[config.mk]
export PLATFORM = sky130hd
export DESIGN_NAME = usb_tx_param
export DESIGN_NICKNAME = d
export VERILOG_FILES = /design/src/rtl/usb_tx_param.sv
export SDC_FILE = /design/constraint.sdc
export NUM_CORES = 1
export LEC_CHECK = 0
export ABC_AREA = 1
export CAP_MARGIN = 20
export CELL_PAD_IN_SITES_DETAIL_PLACEMENT = 0
export CELL_PAD_IN_SITES_GLOBAL_PLACEMENT = 1
export CORE_UTILIZATION = 35
export CTS_CLUSTER_SIZE = 25
export DETAILED_ROUTE_END_ITERATION = 8
export DONT_BUFFER_PORTS = 1
export HOLD_SLACK_MARGIN = 0.02
export PLACE_DENSITY_LB_ADDON = 0.1
export SLEW_MARGIN = 20
export SYNTH_ARGS = -nofsm -noshare
export SYNTH_HDL_FRONTEND = slang
export SYNTH_SLANG_ARGS = --single-unit
export TNS_END_PERCENT = 50
[constraint.sdc]
create_clock -name clk -period 1.9 [get_ports clk]
set_clock_uncertainty 0.2 [all_clocks]
set_input_delay 0.19 -clock clk [delete_from_list [all_inputs] [get_ports clk]]
set_output_delay 0.19 -clock clk [all_outputs]
set_load 0.01 [all_outputs]
[src/rtl/usb_tx_param.sv]
// usb_tx_param: USB full-speed packet transmitter (SYNC, PID, payload, CRC16, bit stuffing, NRZI, EOP)
module usb_tx_param #(
    parameter int unsigned CLKS_PER_BIT  = 8,
    parameter int unsigned MAX_PKT_BYTES = 64,
    parameter int unsigned SIZE_W        = 7
) (
    input  logic              clk,
    input  logic              n_rst,
    input  logic [2:0]        tx_packet,
    input  logic [SIZE_W-1:0] tx_packet_size,
    input  logic [7:0]        tx_packet_data,
    output logic              get_tx_packet_data,
    output logic              dplus_out,
    output logic              dminus_out,
    output logic              tx_transfer_active,
    output logic              tx_error
);

    localparam int unsigned      CNT_W    = (CLKS_PER_BIT > 1) ? $clog2(CLKS_PER_BIT) : 1;
    localparam logic [CNT_W-1:0] CNT_LAST = CNT_W'(CLKS_PER_BIT - 1);

    typedef enum logic [2:0] {
        S_IDLE,
        S_SYNC,
        S_PID,
        S_DATA,
        S_CRC_LO,
        S_CRC_HI,
        S_EOP_SE0,
        S_EOP_J
    } state_t;

    state_t            state_q, state_d;
    logic [CNT_W-1:0]  clk_cnt_q, clk_cnt_d;
    logic [2:0]        bit_cnt_q, bit_cnt_d;
    logic [7:0]        shift_q, shift_d;
    logic [SIZE_W-1:0] byte_cnt_q, byte_cnt_d;
    logic [SIZE_W-1:0] size_q, size_d;
    logic [7:0]        pid_q, pid_d;
    logic              is_data_q, is_data_d;
    logic [2:0]        ones_q, ones_d;
    logic [15:0]       crc_q, crc_d;
    logic              level_q, level_d;
    logic              dp_q, dp_d;
    logic              dm_q, dm_d;
    logic              active_q, active_d;
    logic              get_q, get_d;
    logic              err_q, err_d;

    logic [3:0]        req_nib_c;
    logic              req_data_c;
    logic              req_legal_c;

    logic              boundary_c;
    logic              byte_state_c;
    logic              launch_c;
    logic              tx_bit_c;
    logic              stuffable_c;
    logic              crc_en_c;
    logic              load_c;
    logic [7:0]        load_byte_c;
    logic              eop_c;
    logic              fb_c;

    // Decode the request code into a PID nibble and check it is transmittable
    always_comb begin
        req_nib_c   = 4'h0;
        req_data_c  = 1'b0;
        req_legal_c = 1'b1;
        case (tx_packet)
            3'd1: begin
                req_nib_c  = 4'b0011;
                req_data_c = 1'b1;
            end
            3'd2: req_nib_c = 4'b0010;
            3'd3: req_nib_c = 4'b1010;
            3'd4: req_nib_c = 4'b1110;
            3'd5: begin
                req_nib_c  = 4'b1011;
                req_data_c = 1'b1;
            end
            default: req_legal_c = 1'b0;
        endcase
        if (req_data_c && (tx_packet_size > SIZE_W'(MAX_PKT_BYTES))) begin
            req_legal_c = 1'b0;
        end
    end

    // Sequencing: at each bit boundary pick the next bit (stuffed 0, next bit, or next field), then NRZI-encode it
    always_comb begin
        state_d     = state_q;
        clk_cnt_d   = clk_cnt_q;
        bit_cnt_d   = bit_cnt_q;
        shift_d     = shift_q;
        byte_cnt_d  = byte_cnt_q;
        size_d      = size_q;
        pid_d       = pid_q;
        is_data_d   = is_data_q;
        ones_d      = ones_q;
        crc_d       = crc_q;
        level_d     = level_q;
        dp_d        = dp_q;
        dm_d        = dm_q;
        active_d    = active_q;
        get_d       = 1'b0;
        err_d       = 1'b0;
        launch_c    = 1'b0;
        tx_bit_c    = 1'b0;
        stuffable_c = 1'b0;
        crc_en_c    = 1'b0;
        load_c      = 1'b0;
        load_byte_c = 8'h00;
        eop_c       = 1'b0;
        fb_c        = 1'b0;
        boundary_c  = (clk_cnt_q == CNT_LAST);
        byte_state_c = (state_q == S_SYNC) || (state_q == S_PID) || (state_q == S_DATA) ||
                       (state_q == S_CRC_LO) || (state_q == S_CRC_HI);

        if (state_q == S_IDLE) begin
            clk_cnt_d = '0;
            if (tx_packet != 3'd0) begin
                if (!req_legal_c) begin
                    err_d = 1'b1;
                end else begin
                    state_d     = S_SYNC;
                    pid_d       = {~req_nib_c, req_nib_c};
                    is_data_d   = req_data_c;
                    size_d      = tx_packet_size;
                    crc_d       = 16'hFFFF;
                    active_d    = 1'b1;
                    load_c      = 1'b1;
                    load_byte_c = 8'h80;
                end
            end
        end else begin
            clk_cnt_d = boundary_c ? '0 : clk_cnt_q + CNT_W'(1);
            if (boundary_c) begin
                if (ones_q == 3'd6) begin
                    // stuffed zero: shift register, CRC and bit counter hold
                    launch_c = 1'b1;
                    tx_bit_c = 1'b0;
                end else if (byte_state_c && (bit_cnt_q != 3'd7)) begin
                    shift_d     = {shift_q[0], shift_q[7:1]};
                    bit_cnt_d   = bit_cnt_q + 3'd1;
                    launch_c    = 1'b1;
                    tx_bit_c    = shift_q[1];
                    stuffable_c = (state_q != S_SYNC);
                    crc_en_c    = (state_q == S_DATA);
                    // fetch request lines up with the last bit of the byte preceding a payload byte
                    if (bit_cnt_q == 3'd6) begin
                        get_d = ((state_q == S_PID) && is_data_q && (size_q != '0)) ||
                                ((state_q == S_DATA) && (byte_cnt_q > SIZE_W'(1)));
                    end
                end else begin
                    case (state_q)
                        S_SYNC: begin
                            state_d     = S_PID;
                            load_c      = 1'b1;
                            load_byte_c = pid_q;
                        end
                        S_PID: begin
                            if (!is_data_q) begin
                                eop_c = 1'b1;
                            end else if (size_q == '0) begin
                                state_d     = S_CRC_LO;
                                load_c      = 1'b1;
                                load_byte_c = ~crc_q[7:0];
                            end else begin
                                state_d     = S_DATA;
                                byte_cnt_d  = size_q;
                                load_c      = 1'b1;
                                load_byte_c = tx_packet_data;
                                crc_en_c    = 1'b1;
                            end
                        end
                        S_DATA: begin
                            if (byte_cnt_q > SIZE_W'(1)) begin
                                byte_cnt_d  = byte_cnt_q - SIZE_W'(1);
                                load_c      = 1'b1;
                                load_byte_c = tx_packet_data;
                                crc_en_c    = 1'b1;
                            end else begin
                                state_d     = S_CRC_LO;
                                load_c      = 1'b1;
                                load_byte_c = ~crc_q[7:0];
                            end
                        end
                        S_CRC_LO: begin
                            state_d     = S_CRC_HI;
                            load_c      = 1'b1;
                            load_byte_c = ~crc_q[15:8];
                        end
                        S_CRC_HI: eop_c = 1'b1;
                        S_EOP_SE0: begin
                            if (bit_cnt_q == 3'd0) begin
                                bit_cnt_d = 3'd1;
                            end else begin
                                state_d   = S_EOP_J;
                                bit_cnt_d = 3'd0;
                                dp_d      = 1'b1;
                                dm_d      = 1'b0;
                                level_d   = 1'b1;
                            end
                        end
                        S_EOP_J: begin
                            state_d  = S_IDLE;
                            active_d = 1'b0;
                            dp_d     = 1'b1;
                            dm_d     = 1'b0;
                            level_d  = 1'b1;
                        end
                        default: state_d = S_IDLE;
                    endcase
                end
            end
        end

        if (eop_c) begin
            state_d   = S_EOP_SE0;
            bit_cnt_d = 3'd0;
            ones_d    = 3'd0;
            dp_d      = 1'b0;
            dm_d      = 1'b0;
        end

        if (load_c) begin
            shift_d     = load_byte_c;
            bit_cnt_d   = 3'd0;
            launch_c    = 1'b1;
            tx_bit_c    = load_byte_c[0];
            stuffable_c = (state_d != S_SYNC);
        end

        if (launch_c) begin
            level_d = tx_bit_c ? level_q : ~level_q;
            dp_d    = level_d;
            dm_d    = ~level_d;
            ones_d  = (stuffable_c && tx_bit_c) ? ones_q + 3'd1 : 3'd0;
            if (crc_en_c) begin
                fb_c  = tx_bit_c ^ crc_q[0];
                crc_d = {1'b0, crc_q[15:1]} ^ (fb_c ? 16'hA001 : 16'h0000);
            end
        end
    end

    // State and output registers; reset puts the lines at J immediately
    always_ff @(posedge clk or negedge n_rst) begin
        if (!n_rst) begin
            state_q    <= S_IDLE;
            clk_cnt_q  <= '0;
            bit_cnt_q  <= 3'd0;
            shift_q    <= 8'h00;
            byte_cnt_q <= '0;
            size_q     <= '0;
            pid_q      <= 8'h00;
            is_data_q  <= 1'b0;
            ones_q     <= 3'd0;
            crc_q      <= 16'hFFFF;
            level_q    <= 1'b1;
            dp_q       <= 1'b1;
            dm_q       <= 1'b0;
            active_q   <= 1'b0;
            get_q      <= 1'b0;
            err_q      <= 1'b0;
        end else begin
            state_q    <= state_d;
            clk_cnt_q  <= clk_cnt_d;
            bit_cnt_q  <= bit_cnt_d;
            shift_q    <= shift_d;
            byte_cnt_q <= byte_cnt_d;
            size_q     <= size_d;
            pid_q      <= pid_d;
            is_data_q  <= is_data_d;
            ones_q     <= ones_d;
            crc_q      <= crc_d;
            level_q    <= level_d;
            dp_q       <= dp_d;
            dm_q       <= dm_d;
            active_q   <= active_d;
            get_q      <= get_d;
            err_q      <= err_d;
        end
    end

    assign get_tx_packet_data = get_q;
    assign dplus_out          = dp_q;
    assign dminus_out         = dm_q;
    assign tx_transfer_active = active_q;
    assign tx_error           = err_q;

endmodule

==> run metrics <==
outcome=finished with violations; failing checks=setup timing; Critical Path RT=1980 ps; Async S/R FF share, synth=1.00; DR top layer=met4; Primary FF master, synth=dfrtp_1; syn_nets=461; htree depth=3; CTS tree=done; maximum vdd ir drop=0.455 mV; slowest stage delay, CP=450 ps; synth unique cells=43; Pre-Repair DR Iteration Count=5; I/O pins=25; HP Class=in2reg; CTS buffer count=9; area of the mapped netlist=3600 um^2; Logic pwr share=0.449; number of max-cap violations=0; PnR worst setup slack=-162 ps; Fin Setup TNS=-2980 ps; CP Cell Sequence=ha_2 -> o21bai_4 -> nand3_2 -> nand2_2 -> nand2_2 -> buf_6 -> nand2_2 -> nand3_4 -> nand2_8 -> nand3_2 -> nand3_1 -> nand2_1 -> nand2_1 -> nand2_1; met1 wire length=4.42 mm; CP Max Fanout=5; Gate Count Post-Synth=430; global route overflow=0; Syn Area/Cell=8.37 um^2; routed vias=3376; GP Congestion=0.812; flops & latches, synth=65; post-route minimum period=2060 ps; first-pass GRT wire length=16.2 mm; share of post-route cells with drive strength above 1=0.452; Power Density=1110 nW/um^2; P&R area growth vs syn=52.2%; non-filler cells, final=695; final core occ=0.555; final setup fails=33; slew margin rel.=0.748; vias in the first global route=3323; # rows=36; Layout Nets=588; Core Footprint=9860 um^2; Worst setup SP type=register; vias per cell=4.86; die area=10700 um^2; unrepaired setup endpoints after global routing=yes; port bufs=0; leak pwr=2.69 nW; DR iter-0 viols=129; CP arrival=2140 ps; Clock Pin Slew Worst Setup and Hold Paths=70 ps; # fillers=868; Switching Power=2.30 mW; Root Buffer=clkbuf_8; met2 WL=5.04 mm; WS Path Type=reg2reg; Final ANT Viol Nets=0; clock group share of total power=0.206; Inst Count DP=632; Worst setup EP type=register; Hold Fails Final Rpt=0; Diodes inserted=0; FF/Latch Area=1650 um^2; Post-synth EDFFs=0; Max Clk Rate=0.485 GHz; most common cell after layout, fill and taps aside=buf_4; clock buffer depth=2; Final HPWL DP=7.03 mm; cell family with most CP delay=simple AND/OR/NAND/NOR gates; worst path buffer plus inverter count=1; final WL=9.98 mm; routed wl met3=307 um; # DRC=0; antenna violations before repair=0; Slowest cell on crit path=dfrtp_1; worst slew pin tran=375 ps; Yosys Warn Count=0; period utilisation layout=1.09; Clock Sinks=65; worst-skew pair later-pin latency=350 ps; Internal=3.80 mW; wire per inst=14.4 um; largest net degree at the start of global routing=66; GRT Overall Usage=0.205; Final Max Tran Viols=0; die height=103 um; Sequential Power Share=0.346; switching share of power=0.377; Seq/Total Area, Yosys=0.458; Initial Util=0.365; most frequent cells in the layout=89 x buf_4, 74 x nand2_1, 54 x inv_1; footprint of the multi-input gates=2070 um^2; Die Width=103 um
==> area by class of cell <==
cell class / count / share of cell area
clock buffers: 14 / 0.0315
well taps: 133 / 0.0304
inverters: 70 / 0.0535
clock inverters: 2 / 0.00640
repair buffers: 123 / 0.197
flip-flops and latches: 65 / 0.302
repair inverters: 1 / 0.00114
multi-input cells: 287 / 0.378
==> cell families (layout without fill, tap and decap cells) <==
family	after synthesis	after routing	share of synthesized area
xor+xnor	2	2	0.00487
buf+inv	78	210	0.0883
compound gates	101	101	0.178
simple gates	173	173	0.232
flops	65	65	0.458
fa+ha+maj	11	11	0.0382
==> worst register-to-register path, stage by stage, from the launching register on <==
cell and delay, ps:
dfrtp_1 450, ha_2 220, o21bai_4 110, nand3_2 80, nand2_2 80, nand2_2 60
buf_6 140, nand2_2 80, nand3_4 90, nand2_8 100, nand3_2 120, nand3_1 110
nand2_1 60, nand2_1 50, nand2_1 50
==> metal layers <==
layer / track usage / up-vias
met3: 0.0336 / 16
met5: 0 / -
met4: 0.0943 / 0
met1: 0.266 / 1606
li1: - / 1689
met2: 0.334 / 65
==> sequential cells by signal, summed over array words and instances, names as in the netlist <==
signal	flops
get_tx_packet_data	1
pid_q	8
byte_cnt_q	7
clk_cnt_q	3
shift_q	8
level_q	1
bit_cnt_q	3
state_q	3
dplus_out	1
ones_q	3
tx_transfer_active	1
dminus_out	1
tx_error	1
crc_q	16
is_data_q	1
size_q	7
==> cell usage after synthesis, drive strengths merged, types with 4 or more instances <==
master   number  share of area
o2111ai       4         0.0097
a21oi        16          0.022
nand2       101           0.12
o211ai        6          0.013
a22oi        22          0.047
dfstp        18           0.13
o21ai        41          0.062
nand3        29          0.043
o22ai         4         0.0070
ha           11          0.038
dfrtp        47           0.33
nor2         31          0.045
nor3          5         0.0070
inv          69          0.073
buf           6          0.011
nand4         4         0.0070
==> metrics by stage <==
stage / power (mW) / hold WS (ps) / worst slack, ps / cell area (um^2)
floorplan: 3.35 / -306 / -90.1 / 3650
global placement: 4.15 / -304 / -221 / 4340
detailed placement: 4.18 / -304 / -266 / 4340
CTS: 5.84 / 24.1 / -199 / 5090
global route: 6.56 / 33.8 / -278 / 5480
finish: 6.11 / 19.5 / -162 / 5480
==> worst paths after layout <==
check | startpoint | endpoint | slack, ps | cells past startpoint
max in group asynchronous | n_rst | crc_q[14]$_DFF_PN1_ | 970 | 2
max | byte_cnt_q[0]$_DFFE_PN0P_ | crc_q[0]$_DFF_PN1_ | -160 | 14
min | tx_packet_data[1] | shift_q[1]$_DFFE_PN0P_ | 20 | 4
min reg2reg | shift_q[5]$_DFFE_PN0P_ | shift_q[5]$_DFFE_PN0P_ | 310 | 2
min in group asynchronous | n_rst | byte_cnt_q[4]$_DFFE_PN0P_ | 220 | 2
max reg2reg | byte_cnt_q[0]$_DFFE_PN0P_ | crc_q[0]$_DFF_PN1_ | -160 | 14
==> power by group through the flow <==
stage,Combinational (mW),Clock (mW),Sequential (mW)
after floorplan,1.35,0,2.00
after CTS,2.47,1.29,2.08
after global placement,2.07,0,2.08
after detailed placement,2.09,0,2.09
final,2.74,1.25,2.11
after global routing,3.05,1.36,2.15
==> repair_timing <==
| action | in CTS | in global routing |
|---|---|---|
| buffers inserted | 15 | 13 |
| endpoints found under the setup margin | 52 | 48 |
| endpoints found under the hold margin | 85 | 1 |
| pin swaps | 32 | 31 |
| resized for setup | 49 | 72 |
| gates cloned | 1 | 0 |
| hold buffers | 17 | 1 |
No activity file was read; power rests on OpenSTA's default activity.
